<file path="src/rtl/cpu7_ifu_imem_resp.sv">
// cpu7_ifu_imem_resp -- responder end of the IFU instruction-fetch interface.
//
// Accepts one fetch at a time from the fetch unit and answers it exactly
// LATENCY cycles later from a fixed-latency synchronous instruction SRAM.
// Misaligned or out-of-window addresses are flagged as ADEF (exccode 6'h08)
// without touching the SRAM, but still take LATENCY cycles so responses stay
// in order. inst_cancel kills every response not yet delivered.
//
// Ports:
//   clock, resetn        clock (rising edge), async active-low reset
//   inst_req/inst_addr   fetch request and byte address
//   inst_cancel          kill all not-yet-delivered responses
//   inst_addr_ok         request accepted this cycle (when inst_req=1)
//   inst_valid_f         response valid; rdata/ex/exccode/uncache qualify it
//   inst_count           instructions per response (always 1)
//   sram_en/sram_addr    SRAM read strobe and word address
//   sram_rdata           SRAM data, LATENCY cycles after sram_en
//   perf_fetch_cnt,      (only with CPU7_IMEM_RESP_PERF_EN) accepted fetches
//   perf_kill_cnt        and suppressed response slots
//
// Optional feature macro: CPU7_IMEM_RESP_PERF_EN.

`ifndef GRLEN
`define GRLEN 32
`endif

module cpu7_ifu_imem_resp #(
  parameter int unsigned LATENCY      = 1,
  parameter int unsigned AW           = 14,
  parameter logic [31:0] MEM_BASE     = 32'h1c000000,
  parameter logic [31:0] UNCACHE_BASE = 32'ha0000000
) (
  input  logic              clock,
  input  logic              resetn,
  input  logic              inst_req,
  input  logic [31:0]       inst_addr,
  input  logic              inst_cancel,
  output logic              inst_addr_ok,
  output logic              inst_valid_f,
  output logic [`GRLEN-1:0] inst_rdata_f,
  output logic [1:0]        inst_count,
  output logic              inst_ex,
  output logic [5:0]        inst_exccode,
  output logic              inst_uncache,
  output logic              sram_en,
  output logic [AW-1:0]     sram_addr,
  input  logic [31:0]       sram_rdata
`ifdef CPU7_IMEM_RESP_PERF_EN
  ,
  output logic [31:0]       perf_fetch_cnt,
  output logic [31:0]       perf_kill_cnt
`endif
);

  // Single outstanding fetch slot.
  typedef struct packed {
    logic       pend;    // a fetch is in flight
    logic [2:0] cnt;     // cycles left until its response cycle
    logic       killed;  // cancelled while in flight
    logic       ex;      // ADEF
    logic       unc;     // uncached attribute
  } slot_t;

  // 33-bit end of the SRAM window so a window touching 2^32 cannot wrap.
  localparam logic [32:0] MEM_END  = {1'b0, MEM_BASE} + (33'd4 << AW);
  localparam logic [2:0]  CNT_INIT = 3'(LATENCY - 1);

  slot_t cur, nxt;
  logic  resp, accept, deliver, addr_ex, addr_unc;

  assign resp         = cur.pend & (cur.cnt == 3'd0);
  assign inst_addr_ok = ~cur.pend | (cur.cnt == 3'd0);
  // resetn gate keeps sram_en quiet while reset is asserted.
  assign accept       = resetn & inst_req & inst_addr_ok;
  assign deliver      = resp & ~cur.killed & ~inst_cancel;

  assign addr_ex  = (inst_addr[1:0] != 2'b00) | (inst_addr < MEM_BASE) |
                    ({1'b0, inst_addr} >= MEM_END);
  assign addr_unc = inst_addr >= UNCACHE_BASE;

  // Response side: every sideband reads zero unless the response is valid.
  assign inst_valid_f = deliver;
  assign inst_rdata_f = (deliver & ~cur.ex) ? `GRLEN'(sram_rdata) : '0;
  assign inst_ex      = deliver & cur.ex;
  assign inst_exccode = (deliver & cur.ex) ? 6'h08 : 6'h00;
  assign inst_uncache = deliver & cur.unc;
  assign inst_count   = 2'd1;

  // Faulting fetches never reach the SRAM.
  assign sram_en   = accept & ~addr_ex;
  assign sram_addr = sram_en ? AW'((inst_addr - MEM_BASE) >> 2) : '0;

  always_comb begin
    nxt = cur;
    if (accept) begin
      // Covers the response-and-accept cycle too: old slot retires, new loads.
      nxt.pend   = 1'b1;
      nxt.cnt    = CNT_INIT;
      nxt.killed = 1'b0;
      nxt.ex     = addr_ex;
      nxt.unc    = addr_unc;
    end else if (resp) begin
      nxt = '0;
    end else if (cur.pend) begin
      // Mid-flight (cnt != 0 here): count down; a cancel marks the slot dead
      // and the SRAM read finishes unobserved.
      nxt.cnt = cur.cnt - 3'd1;
      if (inst_cancel) nxt.killed = 1'b1;
    end
  end

  always_ff @(posedge clock or negedge resetn) begin
    if (!resetn) cur <= '0;
    else         cur <= nxt;
  end

`ifdef CPU7_IMEM_RESP_PERF_EN
  always_ff @(posedge clock or negedge resetn) begin
    if (!resetn) begin
      perf_fetch_cnt <= '0;
      perf_kill_cnt  <= '0;
    end else begin
      if (accept)          perf_fetch_cnt <= perf_fetch_cnt + 32'd1;
      if (resp & ~deliver) perf_kill_cnt  <= perf_kill_cnt + 32'd1;
    end
  end
`endif

endmodule

</file>
<file path="config.mk">
export PLATFORM = sky130hd
export DESIGN_NAME = cpu7_ifu_imem_resp
export DESIGN_NICKNAME = d
export VERILOG_FILES = /design/src/rtl/cpu7_ifu_imem_resp.sv
export SDC_FILE = /design/constraint.sdc
export NUM_CORES = 1
export LEC_CHECK = 0
export CORE_MARGIN = 2
export CORE_UTILIZATION = 23
export DETAILED_ROUTE_END_ITERATION = 10
export PLACE_DENSITY = 0.77
export SLEW_MARGIN = 5
export SYNTH_ARGS = -nofsm -noshare
export SYNTH_HDL_FRONTEND = slang
export SYNTH_SLANG_ARGS = --single-unit
</file>
<file path="constraint.sdc">
create_clock -name clock -period 1.6 [get_ports clock]
set_clock_uncertainty 0.05 [all_clocks]
set_input_delay 0.32 -clock clock [delete_from_list [all_inputs] [get_ports clock]]
set_output_delay 0.32 -clock clock [all_outputs]
set_load 0.005 [all_outputs]
</file>
* Word-level counts from Yosys, hierarchy flattened
Cells that the tools add are included. W data, S select, Z words.
Storage, ports and cells: bits in registers 7, input port bits 68, output and inout bits 59, word-level logic and storage cells 42
Cells by class: add/sub/neg operators 2, order comparisons 3, multiplexer cells 9, bitwise gates (word level) 17, reductions and logical operators 6
Operator list (number):
- $ge A32 B29 Y1 const B | 1
- $ge A32 B32 Y1 const B | 1
- $lt A32 B29 Y1 const B | 1
- $mux W32 | 1
- $sub A16 B1 Y16 const B | 1
- $mux W14 | 1
- $mux W4 | 3
- $and A1 B1 Y1 | 9
- $mux W7 | 1
- $reduce_bool A3 Y1 | 2
- $not A1 Y1 | 5
- $reduce_bool A2 Y1 | 2
- $logic_not A3 Y1 | 1
- $or A1 B1 Y1 | 3
- $sub A3 B1 Y3 const B | 1
- $mux W1 | 2
- $mux W2 | 1
- $reduce_and A2 Y1 | 1

* Logic depth before layout (Yosys ltp)
depth after elaboration 6, gate-level depth with buffers 8, mapped depth without buffers 7

* Worst setup path before layout
Ideal clock, no wire load.
path kind register to output, start register cur[3] (netlist bit), end output port inst_exccode[3], arrival time 1392 ps, required time 1230 ps, slack -162 ps, cell stages (with the launch flop) 8, buffers on the path 1, cell sequence dfrtp_1 inv_1 ha_1 ha_1 nand2_2 nor3_1 and2_1 buf_4
Between the ends: cells in the longest elaborated chain, start to end 6
Ends and longest elaborated chain:
- start: declaration | RTL line 68 | slot_t cur, nxt;
- start signal: assignment | RTL line 114 | else cur <= nxt;
- $logic_not A3 Y1 | RTL line 71 | assign resp = cur.pend & (cur.cnt == 3'd0);
- $and A1 B1 Y1 | RTL line 71
- $and A1 B1 Y1 (2 in series) | RTL line 75 | assign deliver = resp & ~cur.killed & ~inst_cancel;
- named net inst_valid_f | RTL line 39 | output logic inst_valid_f,
- $and A1 B1 Y1
- named net inst_ex | RTL line 42 | output logic inst_ex,
- $mux W4 | RTL line 85 | assign inst_exccode = (deliver & cur.ex) ? 6'h08 : 6'h00;
- end: declaration | RTL line 43 | output logic [5:0] inst_exccode,
The timed path passes the listed nets, and every way through them passes these cells.

* Worst setup path after layout
start register cur[3] (netlist bit), end output port inst_rdata_f[0]
Between the ends: cells in the longest elaborated chain, start to end 6
Ends and longest elaborated chain:
- $logic_not A3 Y1 | RTL line 71
- $and A1 B1 Y1 | RTL line 71
- $and A1 B1 Y1 (2 in series) | RTL line 75
- $and A1 B1 Y1 | RTL line 83 | assign inst_rdata_f = (deliver & ~cur.ex) ? `GRLEN'(sram_rdata) : '0;
- $mux W32 | RTL line 83
- end: declaration | RTL line 40 | output logic [`GRLEN-1:0] inst_rdata_f,
Every way passes these cells.

==> results <==
[placed cells by master, fill, tap and decap left out, types with 2 or more instances in the layout]
| master | instances |
|---|---|
| buf_2 | 17 |
| conb_1 | 7 |
| clkdlybuf4s50_1 | 58 |
| clkbuf_8 | 3 |
| dfrtp_1 | 7 |
| o21ai_2 | 3 |
| clkbuf_16 | 3 |
| clkbuf_2 | 5 |
| buf_8 | 2 |
| buf_4 | 26 |
| o31ai_1 | 2 |
| nor2_1 | 4 |
| and2_1 | 5 |
| buf_6 | 36 |
| nand2_1 | 6 |
| nor3_4 | 10 |
| nor4_4 | 2 |
| o211ai_1 | 2 |
| inv_2 | 2 |
| and2_4 | 30 |
| nor3_2 | 5 |
| buf_12 | 3 |
| inv_1 | 16 |
| dlygate4sd2_1 | 9 |
| nand2_4 | 2 |
[worst paths after layout]
kind                         from  slack [ns]  depth (start not counted)         endpoint
min in group clock         cur[0]        0.45                          1           cur[0]
setup / recovery           cur[3]       -0.73                          9  inst_rdata_f[0]
hold / removal             resetn        0.34                          2           cur[2]
hold reg to reg            cur[0]        0.45                          1           cur[0]
max in group asynchronous  resetn        1.03                          2           cur[6]
setup reg to reg           cur[3]       -0.13                         11           cur[1]
[critical path, delay by kind of cell (launching register included)]
family	cells	cell delay [ns]
buffers and inverters	4	0.50
adder cells (fa/ha/maj)	2	0.33
flip-flops	1	0.37
AND/OR/NAND/NOR	3	0.51
[power breakdown]
group          total [uW]  leakage, uW  internal, uW  switching (uW)
clock network         258    0.0000228           173            85.2
logic                 335      0.00124           233             102
registers             192    0.0000928           184            7.50
total                 785      0.00135           590             195
[cells by family (layout without fill, tap and decap cells)]
| group | Yosys count | after routing | synth area share [%] |
|---|---|---|---|
| simple gates | 72 | 72 | 53.5 |
| buf+inv | 32 | 182 | 18.0 |
| compound gates | 11 | 11 | 7.39 |
| flops | 7 | 7 | 17.8 |
| fa+ha+maj | 2 | 2 | 2.55 |
| other cells | 2 | 7 | 0.765 |
[stage by stage]
stage          hold slack (ns)  util [%]  cells  instance area, sq um
6_report                 0.337      68.1    331                  2760
5_1_grt                  0.365      68.1    331                  2760
4_1_cts                  0.339      62.7    323                  2540
3_5_place_dp             0.426      58.8    305                  2390
3_3_place_gp             0.424      58.8    305                  2390
2_1_floorplan          -0.0256         -    131                  1070
[area by class of cell]
class | instances | area [sq um] | share of cell area, %
clock buffers | 4 | 45.0 | 1.63
well taps | 50 | 62.6 | 2.26
flip-flops and latches | 7 | 175 | 6.34
multi-input cells | 92 | 866 | 31.3
repair buffers | 160 | 1550 | 56.0
inverters | 18 | 67.6 | 2.45
[routing by layer]
layer	routed length, um	GRT usage [%]
met1	1550	16.8
met2	2130	28.0
met3	326	3.34
met4	76	5.88
met5	0	0
[repair_timing]
action	CTS	global route
setup endpoints to repair	52	56
endpoints found under the hold margin	0	0
cloned	0	3
gates resized for setup	188	113
buffers inserted	14	6
pin swaps	3	33
==> flow_metrics.tcl <==
set metrics [dict create \
    yosysTopAreaCell "and2_1" \
    setup_ws_ns -0.727 \
    core_sq_um 4060 \
    io_buffers 119 \
    hold_buffers 0 \
    firstDrtPassIters 4 \
    ant_nets 0 \
    grt_usage_pct 15.2 \
    power_density_nw_per_um2 284 \
    p_leak_uw 0.00135 \
    hp-class "in2async" \
    antennaDiodeCount 0 \
    syn-instance-count 126 \
    fin_crit_ns 2.33 \
    clk_pin_slew_worst_paths_ns 0.04 \
    yosysWarnings 0 \
    pin_count 127 \
    finalHoldViolCount 0 \
    grt_pass1_wl_um 6040 \
    place_ws_ns -0.922 \
    async_flop_share_pct 100 \
    setup_viol 56 \
    yosysTopAreaCellShare_pct 22.3 \
    period_share_pct 145 \
    drv_cap 0 \
    drive_gt1_share_pct 56.6 \
    crit_path_cell_trace "inv_1, ha_2, ha_4, nand2_4, nor4_4, clkbuf_16, clkbuf_16, and2_4, clkbuf_2" \
    reg_top3 "cur: 7 flops" \
    regMostFlops "cur" \
    ys_ff_latch 7 \
    syn_area_per_cell_sq_um 7.80 \
    cts_buffers 3 \
    drt_wl_total_um 4090 \
    via_count 1428 \
    yosys-top-cells-count "and2_1 (35), inv_1 (17), nor3_2 (9)" \
    crit_fanout 6 \
    nNetsFinal 352 \
    p_total_uw 785 \
    drcViolationCount 0 \
    dpl.hpwl_um 2970 \
    die_h_um 69.4 \
    cts.sinks 7 \
    layout-area-overhead-vs-synth_pct 181 \
    initial_core_util_pct 24.2 \
    routedWlPerCell_um 12.4 \
    drt_iter0_markers 19 \
    endpoint_kind "output pin" \
    htreeDepth 1 \
    yosysUniqueCellTypes 28 \
    worst_path_most_repeated_cell "clkbuf_16" \
    synth_area_sq_um 982 \
    fin_setup_tns_ns -34.27 \
    cts_buffer_depth 2 \
    clock_latency_ns 0.23 \
    cts_tree "built" \
    cp.required_ns 1.23 \
    clock-root-buffer "clkbuf_8" \
    antenna_found_initial 0 \
    synth_ff_type "dfrtp_1" \
    status "finished with violations" \
    rsz0062_at_grt "yes" \
    slowest_stage "dfrtp_1" \
    seq_area_frac_synth_pct 17.8 \
    grt_overflow 0 \
    dieArea_sq_um 4810 \
    critPathMaxStageDelay_ns 0.37 \
    rows 23 \
    critical_path_class "reg2out" \
    fill_cells 339 \
    synthTopCellsByArea "and2_1 (22%), dfrtp_1 (18%), nor3_2 (9.2%)" \
    viasPerCell 4.31 \
    grt_max_degree 33 \
    synth_edf_count 0 \
    ir_drop_mv 0.177 \
    max_freq_mhz 430 \
    slew_viol_final 0 \
    cp-start-kind "register" \
    gp_congestion 0.792 \
    yosysMostFrequentCell "and2_1" \
    die_w_um 69.4 \
    largest_reg_flops 7 \
    violations "negative setup slack" \
    grt_pass1_vias 1328 \
    cp.arrival_ns 1.96 \
]
(Power assumes the default switching activity.)
